**src/rtl/rr_stream_mux.sv**
```systemverilog
// Stream multiplexer with one registered output stage. Each cycle it picks one of N
// channels, either by fixed select or by round-robin arbitration.
module rr_stream_mux #(
    parameter int WIDTH = 4,
    parameter int N     = 4,
    parameter int SW    = $clog2(N)
) (
    input  logic               i_clk,
    input  logic               i_rst,
    input  logic               i_mode,
    input  logic [SW-1:0]      i_s,
    input  logic [N-1:0]       i_valid,
    input  logic [N*WIDTH-1:0] i_data,
    output logic [N-1:0]       o_ready,
    output logic               o_valid,
    output logic [WIDTH-1:0]   o_data,
    output logic [SW-1:0]      o_sel,
    input  logic               i_ready
);

    localparam logic [SW:0] N_EXT = (SW+1)'(N);

    logic             r_valid;
    logic [WIDTH-1:0] r_data;
    logic [SW-1:0]    r_sel;
    logic [SW-1:0]    r_ptr;

    logic             w_load;
    logic             w_rr_found;
    logic [SW-1:0]    w_rr_idx;
    logic [SW:0]      w_scan_ext;
    logic             w_fix_ok;
    logic [SW-1:0]    w_cand;
    logic             w_cand_ok;
    logic             w_grant;
    logic [WIDTH-1:0] w_cand_data;
    logic [SW:0]      w_ptr_inc;
    logic [SW-1:0]    w_ptr_next;

    assign w_load = !r_valid || i_ready;

    // Round-robin scan from r_ptr; walks farthest-first so the nearest requester wins.
    always_comb begin
        w_rr_found = 1'b0;
        w_rr_idx   = r_ptr;
        w_scan_ext = {(SW+1){1'b0}};
        for (int j = N - 1; j >= 0; j--) begin
            w_scan_ext = {1'b0, r_ptr} + (SW+1)'(j);
            if (w_scan_ext >= N_EXT) begin
                w_scan_ext = w_scan_ext - N_EXT;
            end else begin
                w_scan_ext = w_scan_ext;
            end
            if (i_valid[w_scan_ext[SW-1:0]]) begin
                w_rr_found = 1'b1;
                w_rr_idx   = w_scan_ext[SW-1:0];
            end else begin
                w_rr_found = w_rr_found;
            end
        end
    end

    // Candidate selection and grant qualification for both modes.
    always_comb begin
        w_fix_ok  = ({1'b0, i_s} < N_EXT);
        w_cand    = i_s;
        w_cand_ok = 1'b0;
        if (i_mode) begin
            w_cand    = w_rr_idx;
            w_cand_ok = w_rr_found;
        end else begin
            w_cand    = i_s;
            w_cand_ok = w_fix_ok && i_valid[i_s];
        end
        w_grant = !i_rst && w_load && w_cand_ok;
    end

    // One-hot handshake back to the granted channel.
    always_comb begin
        o_ready = {N{1'b0}};
        if (w_grant) begin
            o_ready = {{(N-1){1'b0}}, 1'b1} << w_cand;
        end else begin
            o_ready = {N{1'b0}};
        end
    end

    assign w_cand_data = i_data[w_cand*WIDTH +: WIDTH];

    // Pointer advance past the granted channel, wrapping at N (N need not be a power of two).
    always_comb begin
        w_ptr_inc  = {1'b0, w_cand} + {{SW{1'b0}}, 1'b1};
        w_ptr_next = w_ptr_inc[SW-1:0];
        if (w_ptr_inc >= N_EXT) begin
            w_ptr_next = {SW{1'b0}};
        end else begin
            w_ptr_next = w_ptr_inc[SW-1:0];
        end
    end

    // Output register and arbitration pointer; reset discards any held word.
    always_ff @(posedge i_clk) begin
        if (i_rst) begin
            r_valid <= 1'b0;
            r_data  <= {WIDTH{1'b0}};
            r_sel   <= {SW{1'b0}};
            r_ptr   <= {SW{1'b0}};
        end else if (w_grant) begin
            r_valid <= 1'b1;
            r_data  <= w_cand_data;
            r_sel   <= w_cand;
            if (i_mode) begin
                r_ptr <= w_ptr_next;
            end else begin
                r_ptr <= r_ptr;
            end
        end else if (w_load) begin
            r_valid <= 1'b0;
        end else begin
            r_valid <= r_valid;
        end
    end

    assign o_valid = r_valid;
    assign o_data  = r_data;
    assign o_sel   = r_sel;

endmodule

```
**config.mk**
```make
export PLATFORM = sky130hd
export DESIGN_NAME = rr_stream_mux
export DESIGN_NICKNAME = d
export VERILOG_FILES = /design/src/rtl/rr_stream_mux.sv
export SDC_FILE = /design/constraint.sdc
export NUM_CORES = 1
export LEC_CHECK = 0
export BUFFER_PORTS_ARGS = -buffer_cell sky130_fd_sc_hd__buf_2
export CAP_MARGIN = 20
export CORE_MARGIN = 5
export CORE_UTILIZATION = 48
export CTS_CLUSTER_DIAMETER = 200
export DETAILED_ROUTE_END_ITERATION = 10
export GPL_ROUTABILITY_DRIVEN = 1
export GPL_TIMING_DRIVEN = 0
export PLACE_DENSITY = 0.8
export SYNTH_ARGS = -nofsm -noshare
export SYNTH_HDL_FRONTEND = slang
export SYNTH_SLANG_ARGS = --single-unit
```
**constraint.sdc**
```tcl
create_clock -name i_clk -period 4 [get_ports i_clk]
set_input_delay 0.8 -clock i_clk [delete_from_list [all_inputs] [get_ports i_clk]]
set_output_delay 0.8 -clock i_clk [all_outputs]
set_load 0.01 [all_outputs]
```
# == Word-level counts from Yosys, hierarchy flattened ==
# Index checks and enable logic that the tools add are counted.
# W data, S select, Z words.
# word_totals
regBits,9
elab_cells,59
in_bits,26
# classes
n_lt_le_gt_ge,10
addsub,8
shift,2
n_reduce_logical,7
n_mux,28
# ops
op,count
$mux W2,10
$shiftx A16 B5 Y4,1
$lt A2 B3 Y1 const B,5
$ge A3 B3 Y1 const B,4
$mux W1,12
$bmux W1 S2,5
$sub A2 B1 Y2 const B,4
$add A2 B1 Y3 const B,2
$add A2 B2 Y3 const B,2
$mux W4,1
$shl A1 B2 Y4 const A,1
$ge A2 B3 Y1 const B,1
$logic_and A1 B1 Y1,2
$logic_not A1 Y1,2
$reduce_and A2 Y1,1
$reduce_bool A2 Y1,1
$logic_or A1 B1 Y1,1

# == Depth between registers and ports, before layout ==
# depth
word_depth,13
mapped_depth,8

# == Worst setup path after synthesis ==
# OpenSTA, ideal clock, no wires.
# synth_path
path_kind,in2out
from,input i_s[1]
to,output o_ready[2]
t_required_ns,3.200
arrival_ns,2.221
slack_ns,0.979
cell_stages,6
cell_sequence,mux4_1 nor2_1 or4_4 buf_6 or2_4 nor2_1
# synth_via
elab_chain_cells,5
elab_cells_between_ends,7
cone_classes,1 x shift; 5 x mux; 1 x reduce/logical
# synth_rtl
element,line,rtl
start: declaration,11,"input logic [SW-1:0] i_s,"
$bmux W1 S2,73,w_cand_ok = w_fix_ok && i_valid[i_s];
$mux W1 (not written as such),73,
$mux W1,68,if (i_mode) begin
$logic_and A1 B1 Y1,75,w_grant = !i_rst && w_load && w_cand_ok;
$mux W4 (*),81,if (w_grant) begin
end: declaration,14,"output logic [N-1:0] o_ready,"
# Every way passes the cells marked *; elsewhere a longest branch is shown, timed or not. The select of a mux whose other input is x is not followed.

# == Worst setup path in the final report ==
# Ends and elaborated chain as after synthesis.

==> results.cfg <==
[synthesis]
compound_cell_area_share_of_the_yosys_netlist_pct = 22.91
yosysTopAreaCellShare_pct = 24.08
synth_area_leaders = sky130_fd_sc_hd__dfxtp_1, sky130_fd_sc_hd__mux2i_1, sky130_fd_sc_hd__nor2_1, sky130_fd_sc_hd__o221ai_2, sky130_fd_sc_hd__nor2b_1
fraction_of_the_yosys_area_taken_by_sequential_cells_pct = 24.08
syn_avg_cell_area_um2 = 8.803
synth_cell_type_count = 33
synthesis.nets = 112
syn_inst = 85
main_combinational_cell_family_by_area_after_synthesis = simple AND/OR/NAND/NOR gates
mappedNetlistArea_um2 = 748.2
ys.warnings.count = 0
synth_simple_gate_area_share_pct = 29.77
synthXorXnorAreaFrac_pct = 0
adder_and_majority_gate_portion_of_the_synthesized_area_pct = 1.672
synth.area.mux_share_pct = 15.55
yosys_register_bits = 9
synthDominantAreaCellType = sky130_fd_sc_hd__dfxtp_1

[cells_and_area]
area_growth_syn_to_layout_pct = 29.60
final_common_cell = sky130_fd_sc_hd__buf_2
final_layout_size_suffix_gt1_share_pct = 39.52
mostFrequentLayoutCells = sky130_fd_sc_hd__buf_2, sky130_fd_sc_hd__nor2_1, sky130_fd_sc_hd__mux2i_1, sky130_fd_sc_hd__dfxtp_1, sky130_fd_sc_hd__nor2b_1
fillCellCount = 136
diodes = 0
num-nets-final = 152

[worst_setup_path]
critical_path.cell_chain = buf_2 -> mux4_1 -> nor2_1 -> or4_4 -> buf_6 -> or2_4 -> nor2_1 -> buf_2
cp_data_arrival_time_ns = 2.45
end_kind = output port
worst_setup_path_endpoint = o_ready[2]
cp_data_required_time_ns = 3.20
maximum_fanout_along_the_worst_path = 10
critical_path_class = in2out
critPathSlowestCell = sky130_fd_sc_hd__or4_4
crit-reg2reg-capture = r_ptr[1]$_SDFFE_PP0P_
critical_path.n_buffers_inverters = 3
critical_path_depth_in_cells = 8
worst_path_dominant_cell_family = simple AND/OR/NAND/NOR gates
beginning_of_the_worst_register_to_register_path = r_ptr[1]$_SDFFE_PP0P_
crit_path_from = i_s[1]
cpPeakStageDelay_ns = 0.51
register_to_register_setup_slack_ns = 1.96
ff2ff_path_depth = 7
crit_path_start_kind = input pin

[cts]
worstSkewPairLatency_ns = 0.27
tritoncts = built
cts.hold.buffers_added = 0
clk_pin_slew_worst_paths_ns = 0.06
cts-resized-gates = 0
cts_made_buffers = 3
post-cts-setup-buffer-count = 0
clk_root_buffer_cell = sky130_fd_sc_hd__clkbuf_4
clockBufferDepth = 2
cts_max_level = 1
clock_sinks = 9

[sta]
setup_viols_final = 0
period_share_pct = 81.17
maxClockFrequency_mhz = 308.0
finalHoldWorstSlack_ns = 0.4791
final_hold_viol_count = 0
report.final.slew_viol_count = 0
timing.clock.skew_ns = 0.01386
postLayoutSetupSlackWorst_ns = 0.7530
timing_worst_slew_pin_value_ns = 0.4634
rsz0062_at_grt = false
timing.final.crit_period_ns = 3.247
fin_tns_setup_ns = 0
slew-limit-headroom_pct = 68.90

[route]
drt_first_pass_iters = 4
drt_wl_total_um = 1910
wl_per_cell_um = 13.64
drtAntennaViolNets = 0
post_drt_via_cell_ratio = 5.507
vias = 771
drtIter0Drc = 8
drt_drc_violations_left = 0

[global_route]
grt.total_usage_pct = 16.08
grt_pass1_wl_um = 3118
grt.overflow.total = 0
grt_start_max_net_pins = 11
grt_antenna_before_repair = 0
grt_pass1_vias = 732

[job]
cap_viol_max_count = 0

[place]
post-place-ws_ns = 0.7497
dpl.hpwl_um = 1557
gp_congestion = 0.7783
io_buffers = 35

[die]
std_cell_rows = 14
die-area_um2 = 2448
fp.dieH_um = 49.48
pin_count = 37
start_util_pct = 50.25
die_w_um = 49.48
core-area_um2 = 1489

[outcome]
result_of_the_run = completed

[min_path]
min-delay-path-class = reg2reg
min_path_cells = 2

[power]
power.static_leakage_nw = 0.4742
ir_worst_vdd_v = 0.0001940
power.density_nw_per_um2 = 294.9
how the worst min path moves through the flow:
stage          slack (ns)                    end                   from
3_5_place_dp         0.46  o_sel[1]$_SDFFE_PP0P_  o_sel[1]$_SDFFE_PP0P_
6_report             0.48  o_sel[1]$_SDFFE_PP0P_  o_sel[1]$_SDFFE_PP0P_
5_1_grt              0.51  o_sel[1]$_SDFFE_PP0P_  o_sel[1]$_SDFFE_PP0P_
2_1_floorplan        0.48  r_ptr[0]$_SDFFE_PP0P_  r_ptr[0]$_SDFFE_PP0P_
4_1_cts              0.48  o_sel[1]$_SDFFE_PP0P_  o_sel[1]$_SDFFE_PP0P_
3_3_place_gp         0.46  o_sel[1]$_SDFFE_PP0P_  o_sel[1]$_SDFFE_PP0P_
cells by family after synthesis:
kind of cell    Yosys count
simple gates             40
flops                     9
fa+ha+maj                 1
mux                      10
compound gates           17
buf+inv                   8
state kept, by name, indices dropped and copies added, names as in the netlist:
register  flops
o_data        4
o_sel         2
r_ptr         2
o_valid       1
tightest hold or removal path: stages (launching register included):
cell	delay, ns
sky130_fd_sc_hd__dfxtp_1	0.30
sky130_fd_sc_hd__nand2_1	0.08
sky130_fd_sc_hd__a21oi_2	0.05
report_power, final:
group	leakage (nW)	switching, W	total [W]	internal, W
clock network	0.0150	0.0000350	0.0000735	0.0000385
registers	0.0743	0.00000543	0.000106	0.000100
logic	0.385	0.0000560	0.000107	0.0000509
stage by stage:
step	cells	power [W]	util [%]	cell area, µm²
detailed placement	136	0.0002149	63.36	943.4
floorplan	85	0.0001778	-	748.2
global placement	136	0.0002121	63.36	943.4
finish	140	0.0002859	65.13	969.7
CTS	140	0.0002898	65.13	969.7
global route	140	0.0003073	65.13	969.7
synthesized netlist by cell type:
cell type / n
sky130_fd_sc_hd__nor2_1: 14
sky130_fd_sc_hd__dfxtp_1: 9
sky130_fd_sc_hd__mux2i_1: 9
sky130_fd_sc_hd__nor2b_1: 7
sky130_fd_sc_hd__nand3b_1: 5
sky130_fd_sc_hd__inv_1: 4
sky130_fd_sc_hd__nand2_1: 4
sky130_fd_sc_hd__o221ai_2: 3
sky130_fd_sc_hd__buf_6: 2
sky130_fd_sc_hd__nand2b_1: 2
sky130_fd_sc_hd__nand3_1: 2
sky130_fd_sc_hd__nor4_1: 2
sky130_fd_sc_hd__o21ai_1: 2
sky130_fd_sc_hd__a211oi_1: 1
sky130_fd_sc_hd__a21o_1: 1
sky130_fd_sc_hd__a21oi_1: 1
sky130_fd_sc_hd__a21oi_2: 1
sky130_fd_sc_hd__a221oi_1: 1
sky130_fd_sc_hd__a221oi_2: 1
sky130_fd_sc_hd__a311o_1: 1
sky130_fd_sc_hd__a31oi_4: 1
sky130_fd_sc_hd__and4b_1: 1
sky130_fd_sc_hd__clkbuf_1: 1
sky130_fd_sc_hd__ha_1: 1
sky130_fd_sc_hd__inv_2: 1
sky130_fd_sc_hd__mux4_1: 1
sky130_fd_sc_hd__o22ai_1: 1
sky130_fd_sc_hd__o311a_1: 1
sky130_fd_sc_hd__o31a_1: 1
sky130_fd_sc_hd__o31ai_1: 1
sky130_fd_sc_hd__or2_4: 1
sky130_fd_sc_hd__or3b_1: 1
sky130_fd_sc_hd__or4_4: 1
layout make-up:
class / count / area, µm² / area share (%)
inverter: 5 / 18.77 / 1.935
multi-input combinational: 68 / 523.0 / 53.94
clock buffer: 4 / 26.28 / 2.710
tap: 16 / 20.02 / 2.065
timing repair buffer: 35 / 175.2 / 18.06
sequential: 9 / 180.2 / 18.58
buffer: 3 / 26.28 / 2.710
metal layers:
metal	up-vias	track usage, %	part of all wire [%]
li1	393	-	-
met1	351	19.93	44
met2	22	26.18	49
met3	5	3.313	5.0
met4	0	7.860	1.9
met5	-	0	0
Power figures use the tool's default switching activity.
